--- config.mk ---
export PLATFORM = sky130hd
export DESIGN_NAME = alu_rr_scheduler
export DESIGN_NICKNAME = d
export VERILOG_FILES = /design/src/rtl/alu_pkg.sv /design/src/rtl/alu_rsp_fifo.sv /design/src/rtl/alu_rr_scheduler.sv
export SDC_FILE = /design/constraint.sdc
export NUM_CORES = 1
export LEC_CHECK = 0
export CAP_MARGIN = 20
export CORE_AREA = 2 2 122 112
export DETAILED_ROUTE_END_ITERATION = 10
export DIE_AREA = 0 0 124 114
export PLACE_DENSITY = 0.83
export SKIP_LAST_GASP = 1
export SYNTH_ARGS = -nofsm -noshare
export SYNTH_HDL_FRONTEND = slang
export SYNTH_SLANG_ARGS = --single-unit
--- constraint.sdc ---
create_clock -name clk -period 3.2 [get_ports clk]
set_input_delay 0.64 -clock clk [delete_from_list [all_inputs] [get_ports clk]]
set_output_delay 0.64 -clock clk [all_outputs]
set_load 0.02 [all_outputs]
--- src/rtl/alu_pkg.sv ---
// Shared opcode, flag-index and width constants for the ALU request scheduler.
package alu_pkg;
   localparam logic [3:0] ADD     = 4'd0;
   localparam logic [3:0] SUB     = 4'd1;
   localparam logic [3:0] MUL     = 4'd2;
   localparam logic [3:0] ROR     = 4'd3;
   localparam logic [3:0] NOR     = 4'd4;
   localparam logic [3:0] SLT     = 4'd5;
   localparam logic [3:0] IDLE_OP = 4'hF;

   localparam int CARRY = 3;
   localparam int ZERO  = 2;
   localparam int OVF   = 1;
   localparam int SIGN  = 0;

   localparam int DEFAULT_WIDTH = 16;
   localparam int SHIFT_W       = 5;
endpackage

--- src/rtl/alu_rsp_fifo.sv ---
// First-word fall-through synchronous FIFO holding {id, result, flags} responses.
module alu_rsp_fifo #(
   parameter int DW    = 21,
   parameter int DEPTH = 4
) (
   input  logic          clk,
   input  logic          rst,
   input  logic          push_i,
   input  logic [DW-1:0] push_data_i,
   input  logic          pop_i,
   output logic          valid_o,
   output logic [DW-1:0] data_o
);
   localparam int AW = (DEPTH > 1) ? $clog2(DEPTH) : 1;
   localparam int CW = $clog2(DEPTH + 1);

   logic [DW-1:0] mem_q [DEPTH];
   logic [AW-1:0] wr_q, rd_q;
   logic [CW-1:0] cnt_q;
   logic          empty, full, do_push, do_pop;

   assign empty   = (cnt_q == '0);
   assign full    = (cnt_q == CW'(DEPTH));
   assign do_pop  = pop_i && !empty;
   // A push into a full FIFO is fine when the head leaves on the same edge.
   assign do_push = push_i && (!full || do_pop);

   always_ff @(posedge clk) begin
      if (do_push) mem_q[wr_q] <= push_data_i;
   end

   always_ff @(posedge clk) begin
      if (rst) begin
         wr_q  <= '0;
         rd_q  <= '0;
         cnt_q <= '0;
      end else begin
         if (do_push) wr_q <= (wr_q == AW'(DEPTH - 1)) ? '0 : wr_q + AW'(1);
         if (do_pop)  rd_q <= (rd_q == AW'(DEPTH - 1)) ? '0 : rd_q + AW'(1);
         case ({do_push, do_pop})
            2'b10:   cnt_q <= cnt_q + CW'(1);
            2'b01:   cnt_q <= cnt_q - CW'(1);
            default: cnt_q <= cnt_q;
         endcase
      end
   end

   assign valid_o = !empty;
   assign data_o  = empty ? '0 : mem_q[rd_q];
endmodule

--- src/rtl/alu_rr_scheduler.sv ---
// Round-robin sharing of one pipelined ALU between NUM_REQ requesters, with id-tagged
// in-order responses and credit flow control against the response FIFO.
module alu_rr_scheduler
   import alu_pkg::*;
#(
   parameter int WIDTH      = DEFAULT_WIDTH,
   parameter int NUM_REQ    = 2,
   parameter int ALU_LAT    = 2,
   parameter int FIFO_DEPTH = 4
) (
   input  logic                         clk,
   input  logic                         rst,
   input  logic [NUM_REQ-1:0]           req_valid,
   output logic [NUM_REQ-1:0]           req_ready,
   input  logic [NUM_REQ*4-1:0]         req_opcode,
   input  logic [NUM_REQ*WIDTH-1:0]     req_a,
   input  logic [NUM_REQ*WIDTH-1:0]     req_b,
   input  logic [NUM_REQ*SHIFT_W-1:0]   req_shift,
   output logic [3:0]                   alu_opcode,
   output logic [WIDTH-1:0]             alu_input1,
   output logic [WIDTH-1:0]             alu_input2,
   output logic [SHIFT_W-1:0]           alu_shiftValue,
   input  logic [WIDTH-1:0]             alu_result,
   input  logic [3:0]                   alu_flags,
   output logic                         rsp_valid,
   input  logic                         rsp_ready,
   output logic [$clog2(NUM_REQ)-1:0]   rsp_id,
   output logic [WIDTH-1:0]             rsp_result,
   output logic [3:0]                   rsp_flags
);
   localparam int ID_W  = $clog2(NUM_REQ);
   localparam int CNT_W = $clog2(FIFO_DEPTH + 1);
   localparam int RSP_W = ID_W + WIDTH + 4;

   logic [ID_W-1:0]  ptr_q, ptr_d, winner;
   logic [ID_W:0]    idx;
   logic             any_valid, credit_ok, hs, pop;
   logic [CNT_W-1:0] outstanding_q, outstanding_d;
   logic [ALU_LAT-1:0] tag_vld_q;
   logic [ID_W-1:0]  tag_id_q [ALU_LAT];
   logic [RSP_W-1:0] fifo_dout;

   // Scan offsets from far to near so the requester closest to the pointer wins.
   always_comb begin
      winner    = '0;
      any_valid = 1'b0;
      idx       = '0;
      for (int k = NUM_REQ - 1; k >= 0; k--) begin
         idx = {1'b0, ptr_q} + (ID_W + 1)'(k);
         if (idx >= (ID_W + 1)'(NUM_REQ)) idx = idx - (ID_W + 1)'(NUM_REQ);
         if (req_valid[idx[ID_W-1:0]]) begin
            winner    = idx[ID_W-1:0];
            any_valid = 1'b1;
         end
      end
   end

   assign credit_ok = (outstanding_q < CNT_W'(FIFO_DEPTH));

   for (genvar gi = 0; gi < NUM_REQ; gi++) begin : g_ready
      assign req_ready[gi] = !rst && any_valid && credit_ok && (winner == ID_W'(gi));
   end

   assign hs    = |(req_valid & req_ready);
   assign pop   = rsp_valid && rsp_ready;
   assign ptr_d = !hs ? ptr_q :
                  (winner == ID_W'(NUM_REQ - 1)) ? '0 : winner + ID_W'(1);

   always_comb begin
      case ({hs, pop})
         2'b10:   outstanding_d = outstanding_q + CNT_W'(1);
         2'b01:   outstanding_d = outstanding_q - CNT_W'(1);
         default: outstanding_d = outstanding_q;
      endcase
   end

   always_ff @(posedge clk) begin
      if (rst) begin
         ptr_q          <= '0;
         outstanding_q  <= '0;
         alu_opcode     <= IDLE_OP;
         alu_input1     <= '0;
         alu_input2     <= '0;
         alu_shiftValue <= '0;
         tag_vld_q      <= '0;
         for (int k = 0; k < ALU_LAT; k++) tag_id_q[k] <= '0;
      end else begin
         ptr_q         <= ptr_d;
         outstanding_q <= outstanding_d;
         alu_opcode    <= hs ? req_opcode[int'(winner)*4 +: 4] : IDLE_OP;
         if (hs) begin
            alu_input1     <= req_a[int'(winner)*WIDTH +: WIDTH];
            alu_input2     <= req_b[int'(winner)*WIDTH +: WIDTH];
            alu_shiftValue <= req_shift[int'(winner)*SHIFT_W +: SHIFT_W];
         end
         // Stage 0 lines up with the issue register; the last stage lines up with alu_result.
         tag_vld_q[0] <= hs;
         tag_id_q[0]  <= winner;
         for (int k = 1; k < ALU_LAT; k++) begin
            tag_vld_q[k] <= tag_vld_q[k-1];
            tag_id_q[k]  <= tag_id_q[k-1];
         end
      end
   end

   alu_rsp_fifo #(
      .DW    (RSP_W),
      .DEPTH (FIFO_DEPTH)
   ) u_fifo (
      .clk         (clk),
      .rst         (rst),
      .push_i      (tag_vld_q[ALU_LAT-1]),
      .push_data_i ({tag_id_q[ALU_LAT-1], alu_result, alu_flags}),
      .pop_i       (pop),
      .valid_o     (rsp_valid),
      .data_o      (fifo_dout)
   );

   assign {rsp_id, rsp_result, rsp_flags} = fifo_dout;
endmodule
==> impl_metrics.py, run 1 <==
metrics = {
    "outcome": {
        "run_status": "finished clean",
    },
    "detailed_routing": {
        "dr.pass1.iters": 5,
        "highest_layer": "met4",
        "remaining_drc_errors": 0,
        "via_per_inst": 5.75,
        "first_iter_violations": 307,
        "route.met3.wl_um": 1310,
        "drt-total-wl_um": 15500,
        "antenna_left": 0,
        "route.vias.total": 4587,
        "met1_length_um": 6010,
        "met2_length_um": 7810,
        "wire_per_inst_um": 19.4,
    },
    "synthesis": {
        "netlist_area_um2": 6080,
        "yosysMostFrequentCell": "edfxtp_1",
        "syn_nets": 572,
        "postSynthCellCount": 456,
        "synth_edf_count": 84,
        "ys_ff_latch": 142,
        "synth.largest_area_cell": "edfxtp_1",
        "yosysTopAreaCellShare_pct": 41.5,
        "seq_area_frac_synth_pct": 60.6,
        "ys_warn_count": 0,
        "ys_top_cells_by_area": "edfxtp_1, dfxtp_1, mux4_2, a311oi_1, a22oi_1",
        "avgSynthCellArea_um2": 13.3,
        "yosys.cell_types.count": 36,
        "synth_common_cells": "edfxtp_1, dfxtp_1, o21ai_0",
        "async_flop_share_pct": 0,
        "yosys_most_used_dff": "edfxtp_1",
    },
    "timing": {
        "max-slew-margin-rel_pct": 47.5,
        "final_max_slew_viol_count": 0,
        "setup_viol_count_final": 0,
        "skew_ps": 7.21,
        "rsz0062_at_grt": "no",
        "fin_crit_sh_pct": 95.8,
        "worst_slew_pin_slew_ps": 780,
        "hold_violations": 0,
        "fmax_ghz": 0.326,
        "tns_ps": 0,
        "fin_crit_ps": 3070,
    },
    "pwr": {
        "pwr-share-clk_pct": 30.7,
        "comb_power_share_pct": 32.0,
        "p_per_area_nw_per_um2": 713,
        "p_int_mw": 4.16,
        "power_frac_seq_pct": 37.3,
        "switching_share_pct": 31.2,
        "switchingPower_mw": 1.89,
        "p_leak_nw": 2.91,
        "vdd_drop_max_uv": 390,
    },
    "final_layout": {
        "final_layout_size_suffix_gt1_share_pct": 12.7,
        "fillCellCount": 942,
        "instances_no_fill": 798,
        "antennaDiodeCount": 0,
        "nets": 734,
        "syn_to_final_growth_pct": 39.2,
    },
    "clock_tree": {
        "numClockSinks": 142,
        "cts_buffers": 17,
        "postCtsHoldBufs": 0,
        "post-cts-setup-buffer-count": 0,
        "h-tree-depth": 4,
        "clk_pin_slew_ps": 60,
        "clk_latency_ps": 420,
        "cts_resized": 0,
        "cts.path.max_buffers": 2,
        "cts_tree": "done",
        "clock-root-buffer": "clkbuf_16",
    },
    "global_route": {
        "grt.total_usage_pct": 22.6,
        "grt_pass1_vias": 4555,
        "grt_pass1_wl_um": 23700,
        "antenna_found_initial": 0,
        "overflow": 0,
        "grt_max_degree": 55,
    },
    "worst_hold_path": {
        "hold_path_class": "flop to flop",
    },
    "setup_path": {
        "cp_data_required_time_ps": 2560,
        "arrival_ps": 2430,
        "critPathCaptureType": "output pin",
        "critPathLaunchType": "flop",
        "cp_max_fo": 21,
        "crit_type": "flop to output pin",
    },
    "floorplanning": {
        "die_w_um": 124,
        "core_um2": 13000,
        "die_height_um": 114,
        "placementRows": 40,
        "die-area_um2": 14100,
        "num_io_pins": 172,
        "start_util_pct": 46.7,
    },
    "placed_design": {
        "placed_cells": 766,
        "io_buffers": 171,
        "dp_hpwl_um": 9960,
        "gp_congestion": 0.838,
    },
    "flow_run": {
        "maxCapViolations": 0,
    },
}
-- power groups by stage --
stage / sequential, mW / clock (mW) / combinational [mW]
6_report: 2.25 / 1.86 / 1.93
5_1_grt: 2.27 / 1.97 / 2.09
4_1_cts: 2.25 / 1.89 / 1.95
3_5_place_dp: 2.29 / 0 / 1.93
3_3_place_gp: 2.27 / 0 / 1.89
2_1_floorplan: 2.41 / 0 / 0.964
-- area by class of cell --
type                            count  area [um2]  share of cell area (%)
Inverter                           11        41.3                   0.487
Sequential cell                   142        3680                    43.5
Multi-Input combinational cell    261        2150                    25.4
Tap cell                          168         210                    2.48
Clock inverter                     14         133                    1.57
Clock buffer                       17         425                    5.02
Timing Repair Buffer              185        1830                    21.6
-- registers in the layout (all words and copies together) (netlist names), named ones only --
signal and count:
alu_input1 16, alu_input2 16, alu_opcode 4, alu_shiftValue 5, outstanding_q 3, ptr_q 1
tag_id_q 2, tag_vld_q 2, u_fifo.cnt_q 3, u_fifo.mem_q 84, u_fifo.rd_q 2, u_fifo.wr_q 2
-- routing by layer --
layer  vias up  track usage, %
li1       2080               -
met1      2231            26.9
met2       248            37.4
met3        28            8.00
met4         0            9.36
met5         -               0
-- cell families (layout without fill, tap and decap cells) --
kind of cell | Yosys count | after routing | share of synthesized area (%)
buf+inv | 53 | 227 | 4.26
xor+xnor | 4 | 4 | 0.576
mux | 23 | 23 | 8.10
flops | 142 | 142 | 60.6
simple gates | 98 | 98 | 9.81
fa+ha+maj | 9 | 9 | 2.10
compound gates | 127 | 127 | 14.6
-- final timing paths --
| path | from | endpoint | slack, ps | cells past startpoint |
|---|---|---|---|---|
| hold reg to reg | tag_id_q[0][0] | tag_id_q[0][1] | 430 | 1 |
| hold / removal | tag_id_q[0][0] | tag_id_q[0][1] | 430 | 1 |
| setup reg to reg | u_fifo.cnt_q[0] | u_fifo.cnt_q[2] | 700 | 9 |
| setup / recovery | flop | rsp_flags[0] | 130 | 4 |
-- layout by cell type (no fill, tap or decap), types with 3 or more instances in the layout --
cell type / synthesis / layout
a21oi_1: 6 / 6
a22oi_1: 37 / 37
a311oi_1: 38 / 38
and3_2: 4 / 4
buf_4: 3 / 13
clkbuf_16: 0 / 17
clkdlybuf4s50_1: 0 / 171
clkinv_4: 0 / 4
dfxtp_1: 58 / 58
edfxtp_1: 84 / 84
ha_1: 7 / 7
inv_1: 10 / 10
inv_6: 0 / 5
mux4_2: 21 / 21
nand2b_1: 38 / 38
nand3_1: 9 / 9
nor2_1: 9 / 9
nor2b_1: 24 / 23
o21ai_0: 43 / 43
or3_1: 3 / 3
xor2_1: 3 / 3
-- critical path: stages (launching register included) --
cell and delay, ps:
dfxtp_1 320, buf_4 400, mux4_2 570, nor2b_1 160, clkdlybuf4s50_1 560
-- per-stage QoR --
step / area [um2] / util (%) / worst slack (ps) / hold slack [ps] / total power, mW
floorplan: 6080 / - / 589 / 414 / 3.37
global placement: 7890 / 60.7 / 120 / 424 / 4.16
detailed placement: 7890 / 60.7 / 28.1 / 422 / 4.22
CTS: 8450 / 64.9 / 67.1 / 431 / 6.09
global route: 8470 / 65.1 / 5.53 / 456 / 6.33
finish: 8470 / 65.1 / 134 / 433 / 6.04
No activity file was read; power rests on OpenSTA's default activity.
==> run 2, diff against run 1 <==
--- a/config.mk
+++ b/config.mk
@@ -9,6 +9,7 @@
 export CORE_AREA = 2 2 122 112
 export DETAILED_ROUTE_END_ITERATION = 10
 export DIE_AREA = 0 0 124 114
+export HOLD_SLACK_MARGIN = 0.02
 export PLACE_DENSITY = 0.83
 export SKIP_LAST_GASP = 1
 export SYNTH_ARGS = -nofsm -noshare
==> results of run 2 <==
Same layout as run 1: the final DEF is identical, and so are final timing and power.
==> run 3, diff against run 2 <==
--- a/config.mk
+++ b/config.mk
@@ -6,12 +6,14 @@
 export NUM_CORES = 1
 export LEC_CHECK = 0
 export CAP_MARGIN = 20
-export CORE_AREA = 2 2 122 112
+export CORE_AREA = 2 2 123 113
 export DETAILED_ROUTE_END_ITERATION = 10
-export DIE_AREA = 0 0 124 114
+export DIE_AREA = 0 0 125 115
 export HOLD_SLACK_MARGIN = 0.02
 export PLACE_DENSITY = 0.83
+export RECOVER_POWER = 100
 export SKIP_LAST_GASP = 1
 export SYNTH_ARGS = -nofsm -noshare
 export SYNTH_HDL_FRONTEND = slang
+export SYNTH_HIERARCHICAL = 1
 export SYNTH_SLANG_ARGS = --single-unit
==> impl_metrics.py, run 3 <==
metrics = {
    "outcome": {
        "run_status": "complete, but fails checks",
        "violations": "capacitance limit, slew limit",
    },
    "synthesis": {
        "yosysTopAreaCellShare_pct": 40.8,
        "avgSynthCellArea_um2": 13.6,
        "netlist_area_um2": 6190,
        "syn_nets": 572,
        "postSynthCellCount": 456,
        "seq_area_frac_synth_pct": 59.5,
        "yosys.cell_types.count": 38,
        "ys_top_cells_by_area": "edfxtp_1, dfxtp_1, mux4_2, a22oi_1, a311oi_1",
        "ys_ff_latch": 142,
        "synth_edf_count": 84,
        "yosys_most_used_dff": "edfxtp_1",
        "async_flop_share_pct": 0,
        "yosysMostFrequentCell": "edfxtp_1",
        "synth.largest_area_cell": "edfxtp_1",
        "synth_common_cells": "edfxtp_1, dfxtp_1, o21ai_0",
        "ys_warn_count": 6,
    },
    "clock_tree": {
        "postCtsHoldBufs": 0,
        "clk_latency_ps": 420,
        "cts_resized": 1,
        "post-cts-setup-buffer-count": 0,
        "cts_tree": "done",
        "cts_buffers": 17,
        "numClockSinks": 142,
        "cts.path.max_buffers": 2,
        "clk_pin_slew_ps": 60,
        "clock-root-buffer": "clkbuf_16",
        "h-tree-depth": 4,
    },
    "global_route": {
        "grt.total_usage_pct": 21.3,
        "grt_util_met3_pct": 8.28,
        "grt.busiest_layer": "met2",
        "overflow": 0,
        "grt_pass1_vias": 4667,
        "met2_usage_pct": 35.7,
        "grt_pass1_wl_um": 23700,
        "groute.layer.met1.usage_pct": 24.4,
        "antenna_found_initial": 1,
        "grt_max_degree": 55,
    },
    "timing": {
        "rsz0062_at_grt": "no",
        "hold_violations": 0,
        "max-slew-margin-rel_pct": -38.3,
        "final_max_slew_viol_count": 55,
        "fin_crit_ps": 3070,
        "skew_ps": 7.47,
        "tns_ps": 0,
        "fmax_ghz": 0.326,
        "fin_crit_sh_pct": 95.9,
        "setup_viol_count_final": 0,
        "worst_slew_pin_slew_ps": 2070,
    },
    "floorplanning": {
        "placementRows": 40,
        "start_util_pct": 47.2,
        "die_w_um": 125,
        "die_height_um": 115,
        "num_io_pins": 172,
        "die-area_um2": 14400,
        "core_um2": 13100,
    },
    "setup_path": {
        "critPathSlowestCell": "clkdlybuf4s50_1",
        "crit_type": "input port to output pin",
        "cp_data_required_time_ps": 2560,
        "critPathLaunchType": "input port",
        "slowest_delay_ps": 620,
        "cp_max_fo": 7,
        "arrival_ps": 2430,
        "crit_buf_inv": 3,
        "critPathCaptureType": "output pin",
        "crit_path_cell_trace": "dlygate4sd3_1 -> or2_4 -> nor2_8 -> inv_4 -> a21oi_1 -> clkdlybuf4s50_1",
        "path_delay_family": "buffers and inverters",
    },
    "placed_design": {
        "dp_hpwl_um": 9720,
        "gp_congestion": 0.793,
        "placed_area_um2": 7990,
        "io_buffers": 171,
    },
    "detailed_routing": {
        "via_per_inst": 5.59,
        "remaining_drc_errors": 0,
        "wire_per_inst_um": 18.7,
        "first_iter_violations": 315,
        "route.vias.total": 4474,
        "dr.pass1.iters": 4,
        "antenna_left": 0,
        "drt-total-wl_um": 15000,
    },
    "pwr": {
        "vdd_drop_max_uv": 347,
        "p_int_mw": 3.47,
        "pwr-share-clk_pct": 38.8,
        "switching_share_pct": 27.0,
        "power_frac_seq_pct": 44.1,
        "finalPower_mw": 4.76,
        "comb_power_share_pct": 17.1,
        "switchingPower_mw": 1.29,
        "p_leak_nw": 3.00,
        "p_per_area_nw_per_um2": 558,
    },
    "final_layout": {
        "layout_common_cells": "clkdlybuf4s50_1, edfxtp_1, dlygate4sd3_1",
        "top_regs": "u_fifo/mem_q: 84 flops, alu_input1: 16 flops, alu_input2: 16 flops",
        "final_area_um2": 8530,
        "syn_to_final_growth_pct": 37.9,
        "final_common_cell": "clkdlybuf4s50_1",
        "final_util_pct": 65.1,
        "largest_reg_flops": 84,
        "largest-register": "u_fifo/mem_q",
        "nets": 735,
        "final_layout_size_suffix_gt1_share_pct": 13.4,
    },
    "flow_run": {
        "maxCapViolations": 1,
    },
    "worst_hold_path": {
        "hold_path_class": "flop to flop",
    },
}
## run 3: changes by cell type in the layout (fill, tap and decap cells not counted), moves of 2 or more
cell	delta
dlygate4sd3_1	+78
a311oi_1	-10
and2_0	+2
and3_2	-4
buf_4	-3
clkdlybuf4s50_1	-79
inv_8	+2
a311oi_2	+10
clkbuf_2	+2
clkbuf_1	+3
and3_1	+4
## run 3: final timing paths
| check | to | slack (ps) | start | depth (start not counted) |
|---|---|---|---|---|
| worst min-delay path | tag_vld_q[1] | 440 | tag_vld_q[0] | 1 |
| worst max-delay path | req_ready[0] | 130 | rst | 6 |
| worst min register to register | tag_vld_q[1] | 440 | tag_vld_q[0] | 1 |
| worst max register to register | u_fifo/cnt_q[2] | 290 | u_fifo/cnt_q[1] | 12 |
## run 3: area by class of cell
type / instances / area (um2)
Sequential cell: 142 / 3680
Multi-Input combinational cell: 262 / 2220
Clock inverter: 14 / 124
Inverter: 10 / 40.0
Fill cell: 966 / 4580
Clock buffer: 18 / 439
Antenna cell: 1 / 2.50
Tap cell: 168 / 210
Timing Repair Buffer: 186 / 1820
## run 3: worst reg2reg max path: stages, from the launching register on
cell and delay, ps:
dfxtp_1 340, nor3_1 260, inv_1 80, and2_0 170, or4b_1 500, and2_0 200
inv_1 70, ha_1 180, inv_1 60, fa_1 370, xor2_1 160, or3_1 300
a21oi_1 130
## run 3: through the flow
| step | setup slack, ps | hold WS (ps) | instances |
|---|---|---|---|
| after CTS | 169 | 440 | 799 |
| after detailed placement | 6.70 | 426 | 767 |
| after floorplan | 31.3 | 414 | 456 |
| final | 131 | 436 | 801 |
| after global placement | 64.6 | 432 | 767 |
| after global routing | 50.4 | 469 | 801 |
## run 3: routing by layer
metal / routed length, um / up-vias
met4: 460 / 0
met2: 7420 / 191
met3: 1340 / 36
met5: 0 / -
li1: - / 2087
met1: 5770 / 2160
## run 3: power by group through the flow
stage / Clock [mW] / Combinational (mW) / Sequential (mW)
5_1_grt: 1.97 / 0.872 / 2.11
2_1_floorplan: 0 / 0.355 / 2.22
6_report: 1.85 / 0.814 / 2.10
3_5_place_dp: 0 / 0.851 / 2.14
4_1_cts: 1.89 / 0.859 / 2.10
3_3_place_gp: 0 / 0.834 / 2.13
## run 3: logic make-up (layout without fill, tap and decap cells)
logic type | after synthesis | after routing | synth area share [%]
flip-flops | 142 | 142 | 59.5
AND/OR/NAND/NOR | 99 | 99 | 9.99
multiplexers | 23 | 23 | 7.96
buffers and inverters | 52 | 228 | 4.55
XOR/XNOR | 4 | 4 | 0.566
adder cells (fa/ha/maj) | 9 | 9 | 2.06
AO/OA/AOI/OAI | 127 | 127 | 15.4
other | 0 | 1 | 0
